File: src/rtl/turfio_ps_pkg.sv
// Shared types and MMCM constants for the TURFIO RXCLK dynamic phase-shift controller.
package turfio_ps_pkg;

  // Controller states: one PSEN per ISSUE, PSDONE awaited in WAIT, spacing in GAP.
  typedef enum logic [2:0] {
    ST_IDLE  = 3'd0,
    ST_ISSUE = 3'd1,
    ST_WAIT  = 3'd2,
    ST_GAP   = 3'd3,
    ST_FIN   = 3'd4
  } ps_state_t;

  // Sticky error cause reported alongside err_o.
  typedef enum logic [1:0] {
    ERR_NONE    = 2'b00,
    ERR_TIMEOUT = 2'b01,
    ERR_UNLOCK  = 2'b10
  } err_cause_t;

  // One VCO period is 56 fine steps; RXCLK runs at VCO/12, so a full RXCLK
  // period is 672 fine steps.
  localparam int FINE_STEPS_PER_VCO = 56;
  localparam int VCO_MULT           = 12;
  localparam int MMCM_PERIOD_STEPS  = FINE_STEPS_PER_VCO * VCO_MULT;

endpackage

File: src/rtl/turfio_rxclk_ps_ctrl.sv
// Dynamic phase-shift initiator for the TURFIO RXCLK MMCM: issues increment-only
// PSEN/PSDONE handshakes one at a time, tracks the phase modulo one RXCLK period,
// and flags a missing PSDONE or loss of MMCM lock.
module turfio_rxclk_ps_ctrl
  import turfio_ps_pkg::*;
#(
  parameter int STEP_WIDTH     = 10,
  parameter int PERIOD_STEPS   = MMCM_PERIOD_STEPS,
  parameter int TIMEOUT_CYCLES = 63,
  parameter int GAP_CYCLES     = 2
) (
  input  logic                  clk_i,
  input  logic                  rst_i,
  input  logic                  locked_i,
  input  logic [STEP_WIDTH-1:0] req_steps_i,
  input  logic                  req_valid_i,
  output logic                  req_ready_o,
  output logic                  ps_en_o,
  input  logic                  ps_done_i,
  output logic                  busy_o,
  output logic                  done_o,
  output logic [STEP_WIDTH-1:0] phase_o,
  output logic                  err_o,
  output logic [1:0]            err_cause_o,
  input  logic                  clr_err_i
);

  localparam int TO_W  = $clog2(TIMEOUT_CYCLES + 1);
  localparam int GAP_W = $clog2(GAP_CYCLES + 1);

  ps_state_t             state_r,     state_s;
  logic [STEP_WIDTH-1:0] phase_r,     phase_s;
  logic [STEP_WIDTH-1:0] remaining_r, remaining_s;
  logic [TO_W-1:0]       to_cnt_r,    to_cnt_s;
  logic [GAP_W-1:0]      gap_cnt_r,   gap_cnt_s;
  logic                  err_r,       err_s;
  err_cause_t            cause_r,     cause_s;
  logic                  ps_en_r,     ps_en_s;
  logic                  done_r,      done_s;
  logic                  busy_r,      busy_s;
  logic                  accept_s;

  // Advance the phase by one fine step, wrapping at one RXCLK period.
  function automatic logic [STEP_WIDTH-1:0] phase_inc(input logic [STEP_WIDTH-1:0] p);
    if (p == STEP_WIDTH'(PERIOD_STEPS - 1)) begin
      return '0;
    end else begin
      return p + STEP_WIDTH'(1);
    end
  endfunction

  assign req_ready_o = (state_r == ST_IDLE) && locked_i && !err_r;
  assign accept_s    = req_valid_i && req_ready_o;

  assign ps_en_o     = ps_en_r;
  assign done_o      = done_r;
  assign busy_o      = busy_r;
  assign phase_o     = phase_r;
  assign err_o       = err_r;
  assign err_cause_o = cause_r;

  // Next-state, counter, phase and error computation; lock loss overrides the FSM.
  always_comb begin
    state_s     = state_r;
    phase_s     = phase_r;
    remaining_s = remaining_r;
    to_cnt_s    = to_cnt_r;
    gap_cnt_s   = gap_cnt_r;
    err_s       = err_r;
    cause_s     = cause_r;

    // Clearing happens first so that an error raised below in the same cycle wins.
    if (clr_err_i) begin
      err_s   = 1'b0;
      cause_s = ERR_NONE;
    end else begin
      err_s   = err_r;
      cause_s = cause_r;
    end

    case (state_r)
      ST_IDLE: begin
        if (accept_s) begin
          remaining_s = req_steps_i;
          state_s     = (req_steps_i != '0) ? ST_ISSUE : ST_FIN;
        end else begin
          state_s = ST_IDLE;
        end
      end
      ST_ISSUE: begin
        // The PSEN cycle itself counts as the first cycle spent waiting.
        to_cnt_s = TO_W'(1);
        state_s  = ST_WAIT;
      end
      ST_WAIT: begin
        if (ps_done_i) begin
          phase_s     = phase_inc(phase_r);
          remaining_s = remaining_r - STEP_WIDTH'(1);
          if (remaining_r == STEP_WIDTH'(1)) begin
            state_s = ST_FIN;
          end else begin
            state_s   = ST_GAP;
            gap_cnt_s = GAP_W'(GAP_CYCLES - 1);
          end
        end else if (to_cnt_r == TO_W'(TIMEOUT_CYCLES - 1)) begin
          err_s   = 1'b1;
          cause_s = ERR_TIMEOUT;
          state_s = ST_IDLE;
        end else begin
          to_cnt_s = to_cnt_r + TO_W'(1);
        end
      end
      ST_GAP: begin
        if (gap_cnt_r == GAP_W'(0)) begin
          state_s = ST_ISSUE;
        end else begin
          gap_cnt_s = gap_cnt_r - GAP_W'(1);
        end
      end
      ST_FIN: begin
        state_s = ST_IDLE;
      end
      default: begin
        state_s = ST_IDLE;
      end
    endcase

    // An MMCM reset zeroes the applied shift; an in-flight request is abandoned.
    if (!locked_i) begin
      phase_s = '0;
      if (state_r != ST_IDLE) begin
        state_s = ST_IDLE;
        err_s   = 1'b1;
        cause_s = ERR_UNLOCK;
      end else begin
        state_s = ST_IDLE;
      end
    end else begin
      phase_s = phase_s;
    end

    ps_en_s = (state_s == ST_ISSUE);
    done_s  = (state_s == ST_FIN);
    busy_s  = (state_s != ST_IDLE);
  end

  // State, datapath and registered outputs with synchronous reset.
  always_ff @(posedge clk_i) begin
    if (rst_i) begin
      state_r     <= ST_IDLE;
      phase_r     <= '0;
      remaining_r <= '0;
      to_cnt_r    <= '0;
      gap_cnt_r   <= '0;
      err_r       <= 1'b0;
      cause_r     <= ERR_NONE;
      ps_en_r     <= 1'b0;
      done_r      <= 1'b0;
      busy_r      <= 1'b0;
    end else begin
      state_r     <= state_s;
      phase_r     <= phase_s;
      remaining_r <= remaining_s;
      to_cnt_r    <= to_cnt_s;
      gap_cnt_r   <= gap_cnt_s;
      err_r       <= err_s;
      cause_r     <= cause_s;
      ps_en_r     <= ps_en_s;
      done_r      <= done_s;
      busy_r      <= busy_s;
    end
  end

endmodule

File: config.mk
export PLATFORM = sky130hd
export DESIGN_NAME = turfio_rxclk_ps_ctrl
export DESIGN_NICKNAME = d
export VERILOG_FILES = /design/src/rtl/turfio_ps_pkg.sv /design/src/rtl/turfio_rxclk_ps_ctrl.sv
export SDC_FILE = /design/constraint.sdc
export NUM_CORES = 1
export LEC_CHECK = 0
export BUFFER_PORTS_ARGS = -buffer_cell sky130_fd_sc_hd__buf_4
export CAP_MARGIN = 40
export CELL_PAD_IN_SITES_DETAIL_PLACEMENT = 0
export CELL_PAD_IN_SITES_GLOBAL_PLACEMENT = 1
export CORE_MARGIN = 2
export CORE_UTILIZATION = 37
export CTS_CLUSTER_DIAMETER = 60
export CTS_CLUSTER_SIZE = 10
export DETAILED_ROUTE_END_ITERATION = 8
export PLACE_DENSITY_LB_ADDON = 0.1
export SETUP_SLACK_MARGIN = 0.4
export SYNTH_ARGS = -nofsm -noshare
export SYNTH_HDL_FRONTEND = slang
export SYNTH_SLANG_ARGS = --single-unit
File: constraint.sdc
create_clock -name clk_i -period 1.6 [get_ports clk_i]
set_input_delay 0.16 -clock clk_i [delete_from_list [all_inputs] [get_ports clk_i]]
set_output_delay 0.16 -clock clk_i [all_outputs]
set_load 0.02 [all_outputs]
==> impl_results.md <==
- Buffers on Ports: 32
- Top cells by area, synth: dfxtp_1 (37%), a21oi_1 (4.5%), nand2_1 (3.9%), ha_1 (3.8%), nor2_1 (3.8%)
- Part of the cycle the worst path needs: 108.9%
- Share of layout cells above drive strength 1: 54.68%
- Most frequent cells in the layout: buf_4 (64), dfxtp_1 (25), buf_6 (21)
- Inserted Clock Buffers: 5
- Max-Slew Margin vs Limit: 68.23%
- RSZ-0062 raised after global routing: yes
- Gpl congestion: 0.8262
- Failing checks: setup timing
- Syn Area/Cell: 8.233 um^2
- Syn Nets: 265
- CP required: 1.44 ns
- Maximum buffer depth of the clock tree: 2
- Die area: 6012 um^2
- Cell mode on critical path: buf_6
- Clk_lat worst skew: 0.30 ns
- GRT Overall Usage: 20.02%
- Die Y: 77.54 um
- Switch share: 25.97%
- Vias in the first global route: 1973
- Status: finished, violations left
- HP Class: in2reg
- Placed cell areas: 2570 um^2
- Critical path class: reg2out
- Final WS setup: -0.1417 ns
- Combinational power share: 17.1%
- GR peak layer: met2
- Final nets: 352
- Cell Pwr Density: 634.3 nW/um^2
- HPWL after DPL: 3770 um
- Initial antenna violation count: 0
- Clock network fraction of total power: 39.5%
- Number of flops mapped to enable cells by yosys: 0
- WP data arrival: 1.58 ns
- Crit end category: primary output
- Final wirelength: 6570 um
- Reg power frac: 43.4%
- Via count: 2208
- Cells after DPL: 359
- Leak Pwr: 1.361 nW
- Drt pass-1 iters: 4
- Yosys reg bits: 37
- Fillcell total: 412
- CTS Sinks: 37
- First-pass GRT wire length: 9570 um
- Final min period: 1.742 ns
- Drt initial violations: 111
- Largest area contributor in the netlist: dfxtp_1
- Largest net degree at the start of global routing: 25
- Die width: 77.54 um
- Synth-to-layout area growth: 73.73%
- Met3 Use GR: 4.186%
- Int Pwr: 1.632 mW
- Final setup vio count: 10
- Non-Filler Instances: 401
- Finished Core Util: 67.20%
- Final Max Tran Viols: 0
- MaxCap Viol Count: 0
- GR Layer Usage met1: 27.27%
- Startpoint types: register
- Worst path slowest cell: or3_4
- CP Cell Sequence: or3_4 -> buf_6 -> buf_6 -> nor3b_2 -> buf_4
- GR Util met2: 31.13%
- Starting density of the core: 38.68%
- Post-route ant nets: 0
- Drt via density: 5.506
- Peak supply drop: 0.0004494 V
- Rows: 26
- Post-synth top flop: dfxtp_1
- Post-Synthesis Cells: 243
- Slew @ Worst Pin: 0.4729 ns
- Synth Cell Area: 2001 um^2
- Max stage delay on crit path: 0.40 ns
- Commonest non-fill, non-tap cell in the layout: buf_4
- WL/cell: 16.38 um
- Reg clk slew, reported paths: 0.08 ns
- ANT cells: 0
- Top-level port count: 33
- Ys async rst share: 0%
- Switching power: 0.5724 mW
- Synth warn: 0
- Hold Fails Final Rpt: 0
- Yosys top cell area share: 37.02%
- Root Driver: clkbuf_8
- Core ar.: 5172 um^2
- Number of distinct library cells after synthesis: 53
- Buf/Inv on CP: 3
- Crit Path Max Fanout: 2
- H-tree depth: 2
- Sequential area share after synthesis: 37.02%
- Grt ovf: 0
- Total power: 2.205 mW
- Post-route DRC violation count: 0
- Post-layout instance area: 3476 um^2
- Clk_skew: 0.01031 ns
- CP top delay family: simple AND/OR/NAND/NOR gates
- CTS tree: built
- Maximum clock frequency: 574.2 MHz
stage by stage:
| step | setup WS (ns) | setup TNS, ns | hold slack (ns) |
|---|---|---|---|
| floorplan | -0.006063 | -0.02133 | 0.3324 |
| global placement | 0.007014 | 0 | 0.4259 |
| detailed placement | -0.002060 | -0.002060 | 0.4309 |
| CTS | -0.1483 | -0.4597 | 0.1315 |
| global route | -0.1978 | -1.417 | 0.1647 |
| finish | -0.1417 | -0.6741 | 0.1330 |
Yosys cell counts (2+ instances only):
master / number
dfxtp_1: 37
nand2_1: 21
nor2_1: 20
a21oi_1: 18
nor3_1: 12
inv_1: 10
o21ai_0: 9
nand2b_1: 8
nand3_1: 8
a31oi_1: 7
xnor2_1: 7
clkbuf_1: 6
ha_1: 6
nor3b_1: 6
nand4_1: 5
nor4_1: 5
or3_1: 5
a211oi_1: 4
a32oi_1: 4
buf_2: 4
o21a_1: 3
and2_1: 2
mux2i_1: 2
nand3b_1: 2
nor4b_1: 2
o21ai_2: 2
xor2_1: 2
flip-flops by register name, indices dropped and copies added (netlist names):
| name | count |
|---|---|
| done_o | 1 |
| busy_o | 1 |
| state_r | 3 |
| remaining_r | 10 |
| phase_o | 10 |
| err_cause_o | 2 |
| err_o | 1 |
| gap_cnt_r | 2 |
| to_cnt_r | 6 |
| ps_en_o | 1 |
timing repair:
action / in CTS / in global routing
pin swaps: 24 / 26
setup endpoints to repair: 38 / 38
hold buffers: 0 / 0
setup buffers: 14 / 18
cloned: 1 / 1
resized for setup: 54 / 64
worst reg2reg max path, stage by stage, from the launching register on:
cell     delay (ns)
dfxtp_4        0.35
or3_4          0.41
buf_4          0.15
buf_6          0.11
o21a_4         0.23
buf_6          0.14
a21o_1         0.15
a21oi_1        0.11
power by group through the flow:
| stage | Clock, mW | Sequential, mW | Combinational (mW) |
|---|---|---|---|
| floorplan | 0 | 0.983 | 0.148 |
| global placement | 0 | 0.981 | 0.268 |
| detailed placement | 0 | 0.981 | 0.266 |
| CTS | 0.892 | 0.957 | 0.325 |
| global route | 0.932 | 0.960 | 0.405 |
| finish | 0.870 | 0.957 | 0.377 |
path summary, 6_finish.rpt:
path                       start              to  slack (ns)  depth (start not counted)
setup reg to reg      state_r[0]  remaining_r[9]       -0.10                          7
hold reg to reg   err_cause_o[1]  err_cause_o[1]        0.49                          2
hold / removal    req_steps_i[7]  remaining_r[7]        0.13                          3
setup / recovery      state_r[0]     req_ready_o       -0.14                          5
cells by family (layout without fill, tap and decap cells):
group           after synthesis  count (layout)  synth area share, %
compound gates               61              61                20.14
xor+xnor                      9               9                3.940
fa+ha+maj                     6               6                3.752
buf+inv                      20             108                4.003
flops                        37              37                37.02
mux                           3               3                1.563
simple gates                107             107                29.58
layout make-up:
type / count / area [um^2] / area share (%)
multi-input cells: 186 / 1633 / 46.98
well taps: 70 / 87.58 / 2.520
repair buffers: 90 / 829.5 / 23.87
clock inverters: 2 / 37.54 / 1.080
flip-flops and latches: 37 / 768.2 / 22.10
inverters: 10 / 37.54 / 1.080
clock buffers: 6 / 82.58 / 2.376
layer usage:
metal,vias to the layer above,wire [um]
li1,1067,-
met3,13,325
met2,53,3240
met4,0,110
met5,-,0
met1,1075,2893
Power figures use the tool's default switching activity.
